**src/rtl/i2c_touch_target.sv**
```systemverilog
// rtl/i2c_touch_target.sv - I2C target emulating an FT6206-class multi-touch controller
module i2c_touch_target #(
  parameter logic [6:0] ADDR        = 7'h38,
  parameter int         NUM_TOUCHES = 2,
  parameter logic [7:0] VENDOR_ID   = 8'h11,
  parameter int         SYNC_STAGES = 2
) (
  input  logic                      clk,
  input  logic                      rst,
  input  logic                      scl,
  input  logic                      sda_in,
  output logic                      sda_oe,
  input  logic [NUM_TOUCHES-1:0]    touch_valid,
  input  logic [12*NUM_TOUCHES-1:0] touch_x,
  input  logic [12*NUM_TOUCHES-1:0] touch_y,
  output logic                      irq_b,
  output logic                      busy
);

  typedef enum logic [2:0] {
    S_IDLE, S_ADDR, S_ADDR_ACK, S_WR_BYTE, S_WR_ACK, S_RD_BYTE, S_RD_ACK, S_WAIT_STOP
  } state_t;

  logic [SYNC_STAGES-1:0]    r_scl_sync, r_sda_sync;
  logic                      r_scl_d, r_sda_d;
  logic                      w_scl, w_sda, w_scl_rise, w_scl_fall, w_start, w_stop;
  state_t                    r_state, w_state_nxt;
  logic [7:0]                r_shift, w_shift_nxt;
  logic [3:0]                r_bit_cnt, w_bit_cnt_nxt;
  logic                      r_rw, w_rw_nxt;
  logic [7:0]                r_ptr, w_ptr_nxt;
  logic                      r_ptr_set, w_ptr_set_nxt;
  logic [7:0]                r_tx, w_tx_nxt;
  logic                      r_mack, w_mack_nxt;
  logic                      r_sda_oe, w_sda_oe_nxt;
  logic                      r_busy, r_irq_b;
  logic [NUM_TOUCHES-1:0]    r_snap_v;
  logic [12*NUM_TOUCHES-1:0] r_snap_x, r_snap_y;
  logic [7:0]                w_rd_cur, w_rd_next;

  // Register map decode over the transaction snapshot; invalid slots report event 2'b11 with zeroed X/Y.
  function automatic logic [7:0] f_reg(input logic [7:0] a,
                                       input logic [NUM_TOUCHES-1:0] v,
                                       input logic [12*NUM_TOUCHES-1:0] x,
                                       input logic [12*NUM_TOUCHES-1:0] y);
    logic [7:0]  d;
    logic [7:0]  base;
    logic [11:0] xs, ys;
    d = 8'h00;
    if (a == 8'h02) begin
      for (int k = 0; k < NUM_TOUCHES; k++) d = d + 8'(v[k]);
    end else if (a == 8'hA8) begin
      d = VENDOR_ID;
    end
    for (int k = 0; k < NUM_TOUCHES; k++) begin
      base = 8'(3 + 6 * k);
      xs   = v[k] ? x[12*k +: 12] : 12'h000;
      ys   = v[k] ? y[12*k +: 12] : 12'h000;
      if (a == base)               d = {(v[k] ? 2'b10 : 2'b11), 2'b00, xs[11:8]};
      else if (a == base + 8'd1)   d = xs[7:0];
      else if (a == base + 8'd2)   d = {4'(k), ys[11:8]};
      else if (a == base + 8'd3)   d = ys[7:0];
    end
    return d;
  endfunction

  assign w_rd_cur  = f_reg(r_ptr, r_snap_v, r_snap_x, r_snap_y);
  assign w_rd_next = f_reg(r_ptr + 8'd1, r_snap_v, r_snap_x, r_snap_y);

  assign w_scl      = r_scl_sync[SYNC_STAGES-1];
  assign w_sda      = r_sda_sync[SYNC_STAGES-1];
  assign w_scl_rise = w_scl & ~r_scl_d;
  assign w_scl_fall = ~w_scl & r_scl_d;
  assign w_start    = w_scl & r_scl_d & r_sda_d & ~w_sda;
  assign w_stop     = w_scl & r_scl_d & ~r_sda_d & w_sda;

  assign sda_oe = r_sda_oe;
  assign irq_b  = r_irq_b;
  assign busy   = r_busy;

  // Bus synchronizers plus one-flop history for edge and START/STOP detection; idle bus is high.
  always_ff @(posedge clk) begin
    if (rst) begin
      r_scl_sync <= '1;
      r_sda_sync <= '1;
      r_scl_d    <= 1'b1;
      r_sda_d    <= 1'b1;
    end else begin
      r_scl_sync <= {r_scl_sync[SYNC_STAGES-2:0], scl};
      r_sda_sync <= {r_sda_sync[SYNC_STAGES-2:0], sda_in};
      r_scl_d    <= w_scl;
      r_sda_d    <= w_sda;
    end
  end

  // Protocol state and datapath registers.
  always_ff @(posedge clk) begin
    if (rst) begin
      r_state   <= S_IDLE;
      r_shift   <= 8'h00;
      r_bit_cnt <= 4'd0;
      r_rw      <= 1'b0;
      r_ptr     <= 8'h00;
      r_ptr_set <= 1'b0;
      r_tx      <= 8'h00;
      r_mack    <= 1'b0;
      r_sda_oe  <= 1'b0;
    end else begin
      r_state   <= w_state_nxt;
      r_shift   <= w_shift_nxt;
      r_bit_cnt <= w_bit_cnt_nxt;
      r_rw      <= w_rw_nxt;
      r_ptr     <= w_ptr_nxt;
      r_ptr_set <= w_ptr_set_nxt;
      r_tx      <= w_tx_nxt;
      r_mack    <= w_mack_nxt;
      r_sda_oe  <= w_sda_oe_nxt;
    end
  end

  // Touch snapshot on every (repeated) START, busy flag, and interrupt straight from the live inputs.
  always_ff @(posedge clk) begin
    if (rst) begin
      r_snap_v <= '0;
      r_snap_x <= '0;
      r_snap_y <= '0;
      r_busy   <= 1'b0;
      r_irq_b  <= 1'b1;
    end else begin
      if (w_start) begin
        r_snap_v <= touch_valid;
        r_snap_x <= touch_x;
        r_snap_y <= touch_y;
        r_busy   <= 1'b1;
      end else if (w_stop) begin
        r_busy   <= 1'b0;
      end
      r_irq_b <= ~(|touch_valid);
    end
  end

  // Next-state logic; SDA drive only changes on an SCL fall so it holds past the rising edge.
  always_comb begin
    w_state_nxt   = r_state;
    w_shift_nxt   = r_shift;
    w_bit_cnt_nxt = r_bit_cnt;
    w_rw_nxt      = r_rw;
    w_ptr_nxt     = r_ptr;
    w_ptr_set_nxt = r_ptr_set;
    w_tx_nxt      = r_tx;
    w_mack_nxt    = r_mack;
    w_sda_oe_nxt  = r_sda_oe;
    case (r_state)
      S_ADDR, S_WR_BYTE: begin
        if (w_scl_rise) begin
          w_shift_nxt   = {r_shift[6:0], w_sda};
          w_bit_cnt_nxt = r_bit_cnt + 4'd1;
        end else if (w_scl_fall && r_bit_cnt == 4'd8) begin
          if (r_state == S_ADDR) begin
            if (r_shift[7:1] == ADDR) begin
              w_state_nxt  = S_ADDR_ACK;
              w_sda_oe_nxt = 1'b1;
              w_rw_nxt     = r_shift[0];
            end else begin
              w_state_nxt  = S_WAIT_STOP;
            end
          end else begin
            w_state_nxt   = S_WR_ACK;
            w_sda_oe_nxt  = 1'b1;
            w_ptr_set_nxt = 1'b1;
            w_ptr_nxt     = r_ptr_set ? r_ptr + 8'd1 : r_shift;
          end
        end
      end
      S_ADDR_ACK: begin
        if (w_scl_fall) begin
          if (r_rw) begin
            w_state_nxt   = S_RD_BYTE;
            w_sda_oe_nxt  = ~w_rd_cur[7];
            w_tx_nxt      = {w_rd_cur[6:0], 1'b0};
            w_bit_cnt_nxt = 4'd1;
          end else begin
            w_state_nxt   = S_WR_BYTE;
            w_sda_oe_nxt  = 1'b0;
            w_bit_cnt_nxt = 4'd0;
          end
        end
      end
      S_WR_ACK: begin
        if (w_scl_fall) begin
          w_state_nxt   = S_WR_BYTE;
          w_sda_oe_nxt  = 1'b0;
          w_bit_cnt_nxt = 4'd0;
        end
      end
      S_RD_BYTE: begin
        if (w_scl_fall) begin
          if (r_bit_cnt == 4'd8) begin
            w_state_nxt  = S_RD_ACK;
            w_sda_oe_nxt = 1'b0;
            w_mack_nxt   = 1'b0;
          end else begin
            w_sda_oe_nxt  = ~r_tx[7];
            w_tx_nxt      = {r_tx[6:0], 1'b0};
            w_bit_cnt_nxt = r_bit_cnt + 4'd1;
          end
        end
      end
      S_RD_ACK: begin
        if (w_scl_rise) begin
          if (!w_sda) begin
            w_ptr_nxt  = r_ptr + 8'd1;
            w_tx_nxt   = w_rd_next;
            w_mack_nxt = 1'b1;
          end else begin
            w_state_nxt = S_WAIT_STOP;
          end
        end else if (w_scl_fall && r_mack) begin
          w_state_nxt   = S_RD_BYTE;
          w_sda_oe_nxt  = ~r_tx[7];
          w_tx_nxt      = {r_tx[6:0], 1'b0};
          w_bit_cnt_nxt = 4'd1;
        end
      end
      default: ;
    endcase
    if (w_stop) begin
      w_state_nxt  = S_IDLE;
      w_sda_oe_nxt = 1'b0;
    end else if (w_start) begin
      w_state_nxt   = S_ADDR;
      w_sda_oe_nxt  = 1'b0;
      w_bit_cnt_nxt = 4'd0;
      w_ptr_set_nxt = 1'b0;
    end
  end

endmodule
```
**config.mk**
```make
export PLATFORM = sky130hd
export DESIGN_NAME = i2c_touch_target
export DESIGN_NICKNAME = d
export VERILOG_FILES = /design/src/rtl/i2c_touch_target.sv
export SDC_FILE = /design/constraint.sdc
export NUM_CORES = 1
export LEC_CHECK = 0
export ABC_AREA = 1
export CAP_MARGIN = 20
export CORE_MARGIN = 8
export CORE_UTILIZATION = 30
export CTS_BUF_LIST = sky130_fd_sc_hd__clkbuf_16
export CTS_CLUSTER_DIAMETER = 150
export DETAILED_ROUTE_END_ITERATION = 10
export HOLD_SLACK_MARGIN = 0.12
export PLACE_DENSITY = 0.59
export SLEW_MARGIN = 20
export SYNTH_ARGS = -nofsm -noshare
export SYNTH_HDL_FRONTEND = slang
export SYNTH_SLANG_ARGS = --single-unit
export TNS_END_PERCENT = 10
```
**constraint.sdc**
```tcl
create_clock -name clk -period 2.38 [get_ports clk]
set_clock_uncertainty 0.15 [all_clocks]
set_input_delay 0.238 -clock clk [delete_from_list [all_inputs] [get_ports clk]]
set_output_delay 0.238 -clock clk [all_outputs]
set_load 0.005 [all_outputs]
```
Yosys cells after proc, flatten, opt, wreduce, memory -nomap -nowiden. Index checks and enable logic that the tools add are counted.

Bits in registers: 93. Input port bits: 54. Output and inout port bits: 3. Logic and storage cells: 201.

Add/subtract/negate cells: 3. Eq/ne operators: 53. Mux-type cells: 91. Bitwise operators: 15. Reduce and logical (&&, ||, !) cells: 20.

Operators with widths (count): $mux W8 (29); $eq A8 B4 Y1 const B (8); $eq A8 B3 Y1 const B (6); $mux W12 (4); $mux W3 (12); $mux W4 (9); $eq A8 B2 Y1 const B (4); $ne A3 B3 Y1 const B (10); $mux W1 (27); $reduce_and A9 Y1 (3); $ne A2 B2 Y1 const B (13); $pmux W8 S3 (1); $mux W5 (4); $pmux W4 S5 (1); $eq A8 B8 Y1 const B (2); $pmux W8 S2 (1); $pmux W3 S5 (1); $reduce_and A5 Y1 (2); $eq A3 B3 Y1 const B (3); $add A8 B1 Y8 const B (1); $ne A4 B4 Y1 const B (2); $not A1 Y1 (8); $and A1 B1 Y1 (7); $eq A7 B6 Y1 const B (1); 17 further kinds (23).

Logic depth before layout (Yosys ltp).
Depth in word-level cells: 15. Depth in mapped cells: 21. Depth with buffers taken out: 20.

Worst setup path after synthesis. OpenSTA, ideal clock, no wires.

Kind: reg2reg. Start: register r_ptr[0]. End: register r_tx[1]. Library setup time: 0.109 ns. Arrival time: 2.045 ns. Data required time: 2.121 ns. Slack: 0.076 ns. Stages on the path, launching flop included: 20. Path buffers: 1. Clock period less this slack: 2.304 ns. Path through: dfxtp_1 ha_1 nand3_2 o21bai_1 nand2_1 nor2_4 nand2_8 nor2_4 buf_6 nor2_1 nand2_1 nand2_1 nand2_1 nand2_1 nand2_1 nand2_1 nand2_1 nand4_1 nand2_1 inv_1.

Longest elaborated chain between the ends: 14. Elaborated cells between the ends (all ways): 44. Classes of those cells: add/sub (1); eq/ne (19); mux (24).

RTL lines: start: declaration (line 31) `logic [7:0] r_ptr, w_ptr_nxt;`; start signal: assignment (line 113) `r_ptr <= w_ptr_nxt;`; $add A8 B1 Y8 / $eq A8 B8 Y1 (equally long branches) (line 68, 52); $eq A8 B2 Y1 / $mux W5 (equally long branches) (line 50, 52); $mux W5 (line 50) `if (a == 8'h02) begin`; $mux W8 (line 62) `else if (a == base + 8'd3) d = ys[7:0];`; $mux W8 (line 61) `else if (a == base + 8'd2) d = {4'(k), ys[11:8]};`; $mux W8 (line 60) `else if (a == base + 8'd1) d = xs[7:0];`; $mux W8 (line 59) `if (a == base) d = {(v[k] ? 2'b10 : 2'b11), 2'b00, xs[11:8]};`; $mux W8 (line 62); $mux W8 (line 61); $mux W8 (line 60); $mux W8 (line 59); $mux W8 (on tied branches) (line 211, 177); $mux W8 (on tied branches) (line 210, 176); $pmux W8 S3 * (line 153) `case (r_state)`; end signal: assignment (line 115) `r_tx <= w_tx_nxt;`; end: declaration (line 33) `logic [7:0] r_tx, w_tx_nxt;`.

Mark *: on every way between the ends. The rest lies on a longest branch, timed or not. The select of a mux whose other input is x is not followed. A chain may end at the register's enable or synchronous reset.

Final worst setup path.
Start: register r_ptr[1]. End: register r_tx[1].

The elaborated chain is that of the path after synthesis.

==> impl_metrics.csv <==
group,metric,value,unit
run_status,status,"complete, but fails checks",
run_status,failed_checks,"setup timing",
grt,overflow,0,
pwr,clkPwrFrac,26.3,%
critical_path,reg2reg_from,"r_ptr[1]",
synthesis,synth_edf_count,0,
placement,dpl_cell_area,6950,sq um
pwr,p_sw_share,37.5,%
synthesis,syn_nets,936,
grt,globalRouteMet1Util,20.2,%
critical_path,critPathMaxFanout,7,
grt,met3_usage,2.73,%
clock_tree,clock-root-buffer,"clkbuf_16",
die,dieArea,23500,sq um
timing,worst_pin_slew,0.523,ns
die,pin_count,57,
timing,rsz0062_at_grt,"yes",
routing,dr.first_iter.drc_count,524,
clock_tree,cts_inserted_buffers,9,
pwr,power_frac_comb,41.8,%
timing,final-hold-violation-count,0,
critical_path,reg2reg_depth,20,
die,die_x,153,microns
timing,slew_viol_final,0,
grt,grt_max_degree,68,
pwr,p_seq_share,31.9,%
critical_path,cp_slowest_stage_delay,0.36,ns
placement,dp_slack,-0.0981,ns
routing,drt-wirelength-per-cell,15.4,microns
routing,drtPass1Iterations,5,
grt,grt_util_met2,27.5,%
layout,utilization,40.1,%
synthesis,ys.flop_type,"dfxtp_1",
critical_path,crit_arrival,2.52,ns
synthesis,synth-seq-cells,93,
routing,drc,0,
worst_hold_path,whs_path_depth,1,
clock_tree,clk_pin_slew,0.07,ns
critical_path,crit_required,2.48,ns
clock_tree,cts_htree_levels,3,
layout,final_cell_area,7450,sq um
placement,dp_cells,1202,
grt,busiest_layer,"met2",
layout,areaGrowthSynthToFinish,31.9,%
critical_path,ff2ff_setup_slack,-0.03,ns
pwr,leakage,3.23,nW
die,coreArea,18600,sq um
routing,routed_wl,18.9,mm
synthesis,yosysUniqueCellTypes,47,
timing,setup_tns,-0.0501,ns
clock_tree,clkLatencyLatePin,0.36,ns
die,rows,50,
clock_tree,clock-sinks,93,
synthesis,synth_area_leaders,"dfxtp_1 (33%), nand2_1 (15%), nand3_1 (9.3%)",
flow_run,cap_violations,0,
placement,hpwlAfterDp,14.5,mm
grt,track_usage,16.3,%
critical_path,crit_path_frequent_cell,"nand2_1",
clock_tree,cts_tree,"built",
critical_path,critPathCaptureType,"register",
timing,max_freq,414,MHz
critical_path,critPathLaunchType,"register",
layout,fillCellCount,1940,
routing,vias,6105,
synthesis,synth_most_common_cell,"nand2_1",
synthesis,synthTopCellsByCount,"nand2_1 (230), nand3_1 (105), dfxtp_1 (93)",
synthesis,synthArstFlopShare,0,%
synthesis,synth.top_cell.area_share,33.0,%
synthesis,yosysTopAreaCell,"dfxtp_1",
grt,antenna_found_initial,0,
pwr,switchingPower,2.19,mW
timing,setup_violations,3,
worst_hold_path,holdPathEnd,"r_scl_sync[1]",
pwr,p_int,3.65,mW
synthesis,synth_area,5650,sq um
grt,grt_pass1_vias,5926,
synthesis,syn_area_per_cell,6.46,sq um
synthesis,synth_cells,874,
placement,routabilityCongestion,0.955,
timing,timing.final.ws_setup,-0.0332,ns
grt,grt_pass1_wl,30.8,mm
clock_tree,cts_max_path_buffers,2,
synthesis,synth_seq_area_share,33.0,%
pwr,power_density,785,nW/um^2
timing,period_share,101,%
pwr,vdd_drop_max,0.377,mV
worst_hold_path,hold_start,"r_scl_sync[0]",
layout,diodes,0,
layout,stdcell_count,1227,
routing,drt-vias-per-instance,4.98,
critical_path,crit_chain,"ha_4 -> inv_1 -> nor2_1 -> nand3_1 -> nand2_2 -> nor2_4 -> buf_12 -> nand2_8 -> inv_2 -> nand3_2 -> inv_1 -> buf_4 -> a21oi_1 -> nand2_1 -> nand2_1 -> nand2_1 -> nand2_1 -> nand4_1 -> nand2_1 -> inv_1",
timing,relSlewSlack,64.8,%
layout,fin_nets,1050,
placement,numPortBuffers,56,
worst_hold_path,hp-class,"reg2reg",
critical_path,slowest_stage,"dfxtp_2",
routing,drtAntennaViolNets,0,
synthesis,yosys_warnings,0,
layout,drive_gt1_share,17.5,%
critical_path,crit_type,"reg2reg",
die,start_util,30.4,%
critical_path,r2r_end,"r_tx[1]",
timing,fin_crit,2.41,ns
die,die_h,153,microns
## final cells by class
type / instances / area [sq um] / area share, %
clock buffer: 9 / 225 / 3.02
timing repair buffer: 137 / 1230 / 16.6
inverter: 107 / 408 / 5.48
multi-input combinational: 640 / 3330 / 44.7
clock inverter: 7 / 83.8 / 1.13
tap: 234 / 293 / 3.93
sequential: 93 / 1870 / 25.1
## how the worst max path moves through the flow
stage	from	end	slack, ns
after floorplan	r_ptr[0]	r_tx[1]	0.08
after global placement	r_ptr[0]	r_tx[5]	-0.09
after detailed placement	r_ptr[0]	r_tx[5]	-0.1
after CTS	r_ptr[1]	r_tx[3]	-0.03
after global routing	r_ptr[1]	r_tx[1]	-0.21
final	r_ptr[1]	r_tx[1]	-0.03
## layer usage
metal / vias to the layer above / share of wire, %
li1: 3120 / -
met5: - / 0
met2: 158 / 48
met3: 31 / 5.0
met4: 0 / 2.5
met1: 2796 / 45
## cell usage in the layout (no fill, tap or decap), types with 10 or more instances in the layout
master and instances:
buf_4 73, nor2_4 10, nand3_1 104, nor3_1 19
nand2_1 226, a21oi_1 53, inv_1 87, clkdlybuf4s50_1 56
a31oi_1 13, nor2_1 64, nand4_1 16, o21ai_0 55
inv_2 20, dfxtp_1 87
## sequential cells by signal (all words and copies together) (netlist names), 3 cells and up
name       count
r_ptr          8
r_snap_y      24
r_tx           8
r_snap_x      24
r_shift        8
r_bit_cnt      4
r_state        3
## power groups by stage
stage	clock [mW]	combinational [mW]	sequential (mW)
final	1.54	2.45	1.86
after global routing	1.64	2.70	1.88
after CTS	1.58	2.32	1.85
after detailed placement	0	2.21	1.87
after global placement	0	2.21	1.87
after floorplan	0	1.39	1.83
## cells by family (layout without fill, tap and decap cells)
family | after synthesis | count (layout) | synth area share (%)
flops | 93 | 93 | 33.0
buf+inv | 142 | 260 | 9.95
xor+xnor | 1 | 1 | 0.155
simple gates | 476 | 477 | 39.8
fa+ha+maj | 8 | 8 | 1.77
compound gates | 154 | 154 | 15.4
## worst max-delay path, delay by kind of cell, from the launching register on
family                   cells  cell delay [ns]
buffers and inverters        6             0.55
AO/OA/AOI/OAI                1             0.12
AND/OR/NAND/NOR             12             0.96
flip-flops                   1             0.36
adder cells (fa/ha/maj)      1             0.16
## per-stage QoR
stage | hold slack, ns | power [mW]
6_report | 0.260 | 5.84
5_1_grt | 0.268 | 6.22
4_1_cts | 0.261 | 5.75
3_5_place_dp | 0.248 | 4.08
3_3_place_gp | 0.243 | 4.08
2_1_floorplan | 0.188 | 3.22
## timing repair
| item | CTS | global route |
|---|---|---|
| buffers inserted | 3 | 5 |
| gates resized for setup | 21 | 17 |
| hold buffers | 0 | 0 |
| gates cloned | 1 | 0 |
| pin swaps | 7 | 14 |
| setup endpoints to repair | 8 | 11 |
No activity file was read; power rests on OpenSTA's default activity.
